`config.mk`:
```
export PLATFORM = sky130hd
export DESIGN_NAME = adc_buf_reader
export DESIGN_NICKNAME = d
export VERILOG_FILES = /design/src/rtl/adc_buf_reader.sv
export SDC_FILE = /design/constraint.sdc
export NUM_CORES = 1
export LEC_CHECK = 0
export BUFFER_PORTS_ARGS = -buffer_cell sky130_fd_sc_hd__buf_4
export CAP_MARGIN = 10
export CORE_AREA = 2 2 96 98
export DETAILED_ROUTE_END_ITERATION = 10
export DIE_AREA = 0 0 98 100
export SLEW_MARGIN = 20
export SYNTH_ARGS = -nofsm -noshare
export SYNTH_HDL_FRONTEND = slang
export SYNTH_SLANG_ARGS = --single-unit
```
`constraint.sdc`:
```
create_clock -name clk -period 5.23 [get_ports clk]
set_input_delay 0.523 -clock clk [delete_from_list [all_inputs] [get_ports clk]]
set_output_delay 0.523 -clock clk [all_outputs]
set_load 0.02 [all_outputs]
```
`src/rtl/adc_buf_reader.sv`:
```
// Read-side controller for the split-bank ADC sample buffer.
// Streams `length` consecutive samples from a circular address range in the
// RAM to a valid/ready sink. A 2-entry output FIFO absorbs back-pressure.
// A one-cycle hold is inserted at every bank crossing because the RAM output
// mux follows the live address bit 12.
module adc_buf_reader #(
    parameter int DEPTH      = 5120,
    parameter int ADDR_WIDTH = 13,
    parameter int DATA_WIDTH = 10
) (
    input  logic                  clk,
    input  logic                  reset,
    input  logic                  start,
    input  logic [ADDR_WIDTH-1:0] start_addr,
    input  logic [ADDR_WIDTH-1:0] length,
    output logic                  busy,
    output logic                  done,
    output logic                  mem_ce,
    output logic                  mem_oce,
    output logic                  mem_wre,
    output logic [ADDR_WIDTH-1:0] mem_ad,
    input  logic [DATA_WIDTH-1:0] mem_dout,
    output logic                  m_valid,
    input  logic                  m_ready,
    output logic [DATA_WIDTH-1:0] m_data,
    output logic                  m_last
);

    localparam int                    BANK_BIT = ADDR_WIDTH - 1;
    localparam logic [ADDR_WIDTH-1:0] L_DEPTH  = ADDR_WIDTH'(DEPTH);
    localparam logic [ADDR_WIDTH-1:0] L_LAST   = ADDR_WIDTH'(DEPTH - 1);
    localparam logic [ADDR_WIDTH-1:0] L_ONE    = ADDR_WIDTH'(1);
    localparam logic [ADDR_WIDTH-1:0] L_ZERO   = '0;

    typedef enum logic [1:0] {
        S_IDLE      = 2'd0,
        S_READ      = 2'd1,
        S_BANK_HOLD = 2'd2,
        S_DRAIN     = 2'd3
    } state_t;

    state_t                r_state;
    logic [ADDR_WIDTH-1:0] r_addr;        // next address to issue
    logic [ADDR_WIDTH-1:0] r_remaining;   // reads still to issue
    logic [ADDR_WIDTH-1:0] r_ad_hold;     // last issued address, kept on the bus
    logic                  r_inflight;    // a read was issued last cycle
    logic                  r_inflight_last;
    logic                  r_busy;
    logic                  r_done;

    logic [1:0]            r_occ;
    logic [DATA_WIDTH-1:0] r_d0;
    logic [DATA_WIDTH-1:0] r_d1;
    logic                  r_l0;
    logic                  r_l1;

    logic                  w_pop;
    logic                  w_push;
    logic [2:0]            w_level;
    logic                  w_issue;
    logic [ADDR_WIDTH-1:0] w_addr_next;
    logic                  w_cross;
    logic [ADDR_WIDTH-1:0] w_start_norm;
    logic [ADDR_WIDTH-1:0] w_len_clamp;

    // Occupancy after this cycle: buffered + the read landing now - the beat leaving now.
    assign w_pop   = (r_occ != 2'd0) && m_ready;
    assign w_push  = r_inflight;
    assign w_level = {1'b0, r_occ} + {2'b00, r_inflight} - {2'b00, w_pop};
    assign w_issue = (r_state == S_READ) && (r_remaining != L_ZERO) && (w_level < 3'd2);

    assign w_addr_next  = (r_addr == L_LAST) ? L_ZERO : r_addr + L_ONE;
    assign w_cross      = w_addr_next[BANK_BIT] != r_addr[BANK_BIT];
    assign w_start_norm = (start_addr >= L_DEPTH) ? start_addr - L_DEPTH : start_addr;
    assign w_len_clamp  = (length > L_DEPTH) ? L_DEPTH : length;

    // The address stays on the last issued value between reads so the bank mux
    // keeps pointing at the bank the pending data comes from.
    assign mem_ce  = w_issue;
    assign mem_oce = w_issue;
    assign mem_wre = 1'b0;
    assign mem_ad  = w_issue ? r_addr : r_ad_hold;

    assign busy    = r_busy;
    assign done    = r_done;
    assign m_valid = (r_occ != 2'd0);
    assign m_data  = r_d0;
    assign m_last  = r_l0 && (r_occ != 2'd0);

    // Control FSM: accept requests, issue reads, hold on bank crossings, drain.
    always_ff @(posedge clk) begin
        if (reset) begin
            r_state         <= S_IDLE;
            r_addr          <= L_ZERO;
            r_remaining     <= L_ZERO;
            r_ad_hold       <= L_ZERO;
            r_inflight      <= 1'b0;
            r_inflight_last <= 1'b0;
            r_busy          <= 1'b0;
            r_done          <= 1'b0;
        end else begin
            r_done          <= 1'b0;
            r_inflight      <= w_issue;
            r_inflight_last <= w_issue && (r_remaining == L_ONE);
            if (w_issue) begin
                r_ad_hold   <= r_addr;
                r_addr      <= w_addr_next;
                r_remaining <= r_remaining - L_ONE;
            end
            case (r_state)
                S_IDLE: begin
                    if (start) begin
                        if (length == L_ZERO) begin
                            r_done <= 1'b1;
                        end else begin
                            r_addr      <= w_start_norm;
                            r_remaining <= w_len_clamp;
                            r_busy      <= 1'b1;
                            r_state     <= S_READ;
                        end
                    end
                end
                S_READ: begin
                    if (w_issue) begin
                        if (r_remaining == L_ONE) begin
                            r_state <= S_DRAIN;
                        end else if (w_cross) begin
                            r_state <= S_BANK_HOLD;
                        end
                    end
                end
                S_BANK_HOLD: begin
                    r_state <= S_READ;
                end
                S_DRAIN: begin
                    if (w_pop && r_l0) begin
                        r_busy  <= 1'b0;
                        r_done  <= 1'b1;
                        r_state <= S_IDLE;
                    end
                end
                default: begin
                    r_state <= S_IDLE;
                end
            endcase
        end
    end

    // Two-entry output FIFO; entry 0 is the head presented on the stream.
    always_ff @(posedge clk) begin
        if (reset) begin
            r_occ <= 2'd0;
            r_d0  <= '0;
            r_d1  <= '0;
            r_l0  <= 1'b0;
            r_l1  <= 1'b0;
        end else begin
            case ({w_push, w_pop})
                2'b10: begin
                    if (r_occ == 2'd0) begin
                        r_d0 <= mem_dout;
                        r_l0 <= r_inflight_last;
                    end else begin
                        r_d1 <= mem_dout;
                        r_l1 <= r_inflight_last;
                    end
                    r_occ <= r_occ + 2'd1;
                end
                2'b01: begin
                    r_d0  <= r_d1;
                    r_l0  <= r_l1;
                    r_occ <= r_occ - 2'd1;
                end
                2'b11: begin
                    if (r_occ == 2'd1) begin
                        r_d0 <= mem_dout;
                        r_l0 <= r_inflight_last;
                    end else begin
                        r_d0 <= r_d1;
                        r_l0 <= r_l1;
                        r_d1 <= mem_dout;
                        r_l1 <= r_inflight_last;
                    end
                end
                default: begin
                    r_occ <= r_occ;
                end
            endcase
        end
    end

endmodule

```
==> results.cfg <==
[run_status]
outcome = finished clean

[critical_path]
critPathMostFrequentCell = inv_1
startpoint_type = flop
crit_chain = inv_1 > ha_1 > inv_1 > nand2_1 > nor2_1 > o21ai_0 > fa_1 > xor2_1 > nor2_4 > nand2_4 > inv_4 > mux2_2 > buf_4
critPathSlowestCell = dfxtp_1
reg2reg_from = r_occ[1]
startpoint = r_occ[1]
cp-endpoint = mem_ad[2]
cp_max_fo = 16
crit_arrival_ps = 3450
critPathMaxStageDelay_ps = 400
r2r_setup_slack_ps = 1760
timing.rr.end = r_state[0]
critPathCaptureType = primary output
r2r.worst_path.cells = 13
path_class = reg -> out
required_ps = 4710

[placement]
numPortBuffers = 68
gp_congestion = 0.8084
dpl.hpwl_mm = 6.537
place_area_um2 = 4332

[power]
p_sw_w = 0.001073
switching_share_pct = 40.06
power_density_nw_per_um2 = 580.7
combPwrFrac_pct = 46.1
ir_drop_uv = 237.4
seqPwrFrac_pct = 31.3
internal_power_w = 0.001605
power_leakage_nw = 1.793
p_clk_share_pct = 22.7

[sta]
slew_headroom_pct = 36.91
min_period_ps = 3969
rsz0062_at_grt = no
tns_ps = 0
slew_viol_final = 0
finClkSkew_ps = 8.027
worst-slew-pin-transition_ps = 946.3
fmax_mhz = 252.0
min_period_over_period_pct = 75.88
finalSetupViolCount = 0
hold_viol = 0

[logic_synthesis]
ys_seq_elements = 69
syn_avg_cell_area_um2 = 9.338
synth_flop_cell = dfxtp_1
synth-edff-count = 0
seq_area_frac_synth_pct = 36.62
async_flop_share_pct = 0
yosysWarningCount = 0
syn_inst = 404
synth_nets = 458
synthDistinctLibCells = 61
syn_area_um2 = 3772

[global_routing]
grt_pass1_vias = 3117
antenna_found_initial = 0
grt_pass1_wl_mm = 15.19
grt_usage_pct = 19.18
overflow = 0
grt_max_degree = 62

[min_path]
hold_path_class = in -> reg
holdPathStages = 2

[die]
die_w_um = 98
ios = 70
start_util_pct = 42.43
die_area_um2 = 9800
rows = 35
dieHeight_um = 100
core_area_um2 = 8890

[clock_tree]
clock-sinks = 69
clk_latency_ps = 340
cts_hold_buf = 0
clockBufferDepth = 2
cts_tree = yes
ctsHtreeMaxLevel = 3
cts.reportedPaths.clkPinSlew_ps = 80
cts_root_buf = clkbuf_8
cts_setup_buffers = 0
post_cts_resized = 0
cts_made_buffers = 9

[detailed_routing]
vias = 3186
drtPass1Iterations = 4
drtAntennaViolNets = 0
drtIter0Drc = 141
viasPerCell = 5.493
drc_errors = 0
wl_per_cell_um = 15.78
routed_wl_mm = 9.155

[layout]
diodes = 0
fin_area_um2 = 4612
fillers = 843
finish.net_count = 518
drive_gt1_share_pct = 26.44
areaGrowthSynthToFinish_pct = 22.26

[job]
cap_violations = 0
-- cells in the mapped netlist, types with 11 or more instances --
| cell type | n | area [um^2] |
|---|---|---|
| dfxtp_1 | 69 | 1381 |
| nor2_1 | 52 | 195.2 |
| nand3_1 | 12 | 60.06 |
| o21ai_0 | 14 | 70.07 |
| a21oi_1 | 11 | 55.05 |
| nor2b_1 | 12 | 75.07 |
| a22oi_1 | 11 | 82.58 |
| a211oi_1 | 25 | 187.7 |
| xnor2_1 | 11 | 96.34 |
| ha_1 | 13 | 162.7 |
| mux2i_1 | 15 | 150.1 |
| inv_1 | 13 | 48.80 |
-- routing by layer --
metal	share of wire, %	global-route usage, %	vias to the layer above
li1	-	-	1596
met5	0	0	-
met3	5.5	4.805	6
met4	0.81	5.235	0
met1	48	26.52	1512
met2	45	29.98	72
-- worst min-delay path by stage --
stage	start	endpoint	slack, ps
after global routing	start_addr[9]	r_addr[9]	390
final	start_addr[9]	r_addr[9]	390
after detailed placement	r_d1[8]	r_d1[8]	490
after global placement	busy	busy	470
after CTS	start_addr[9]	r_addr[9]	380
after floorplan	r_d1[0]	r_d1[0]	460
-- per-stage QoR --
step	setup slack [ps]	power (W)	hold WS (ps)	util [%]	instances
5_1_grt	1030	0.002877	390.7	51.88	580
4_1_cts	1236	0.002695	382.2	51.88	580
6_report	1261	0.002678	391.8	51.88	580
3_5_place_dp	1621	0.002079	486.7	48.73	564
2_1_floorplan	1881	0.001752	461.3	-	404
3_3_place_gp	1740	0.002062	468.0	48.73	564
-- cells in the final DEF (no fill, tap or decap), drive strengths merged, types with 5 or more instances in the layout --
cell type,instances
mux2i,15
nand4,6
nand2,10
nor2b,18
inv,15
a211oi,25
clkbuf,11
mux2,13
a311oi,5
a22o,8
a22oi,11
ha,13
nand3,12
dfxtp,69
xor2,8
nor3,9
o21ai,14
buf,72
xnor2,11
nor2,53
a21oi,11
nor4,13
-- state kept, by name (all words and copies together) (netlist names) --
| register | count |
|---|---|
| r_state | 2 |
| r_occ | 2 |
| r_inflight | 1 |
| r_l0 | 1 |
| r_addr | 13 |
| r_l1 | 1 |
| busy | 1 |
| r_ad_hold | 13 |
| r_remaining | 13 |
| r_d1 | 10 |
| done | 1 |
| m_data | 10 |
| r_inflight_last | 1 |
-- critical path, delay by kind of cell, from the launching register on --
| kind | cells | cell delay (ps) |
|---|---|---|
| DFF | 1 | 400 |
| and+or+nand+nor | 4 | 720 |
| AOI/OAI and AO/OA | 1 | 140 |
| buffers and inverters | 4 | 610 |
| xor gates and xnor gates | 1 | 220 |
| adders and majority gates | 2 | 640 |
| muxes | 1 | 380 |
-- power by group through the flow --
stage / logic, W / clock network (W) / registers (W)
after floorplan: 0.000900 / 0 / 0.000853
after global placement: 0.00122 / 0 / 0.000847
after detailed placement: 0.00124 / 0 / 0.000842
after CTS: 0.00124 / 0.000620 / 0.000835
after global routing: 0.00138 / 0.000642 / 0.000859
final: 0.00123 / 0.000607 / 0.000837
-- final cells by class --
class	count	area [um^2]	area share (%)
inverter	14	55.05	1.194
timing repair buffer	72	540.5	11.72
tap	111	138.9	3.011
multi-input combinational	298	2216	48.05
sequential	69	1381	29.95
clock inverter	5	128.9	2.794
clock buffer	11	151.4	3.283
-- cell families (layout without fill, tap and decap cells) --
family | count (synthesis) | after routing | share of synthesized area (%)
adder cells (fa/ha/maj) | 14 | 14 | 4.843
AND/OR/NAND/NOR | 149 | 149 | 24.54
AO/OA/AOI/OAI | 87 | 87 | 16.38
XOR/XNOR | 19 | 19 | 4.411
buffers and inverters | 37 | 102 | 4.644
flip-flops | 69 | 69 | 36.62
other | 1 | 1 | 0.09941
multiplexers | 28 | 28 | 8.458
Note: power is estimated with default switching activity, not from simulation.
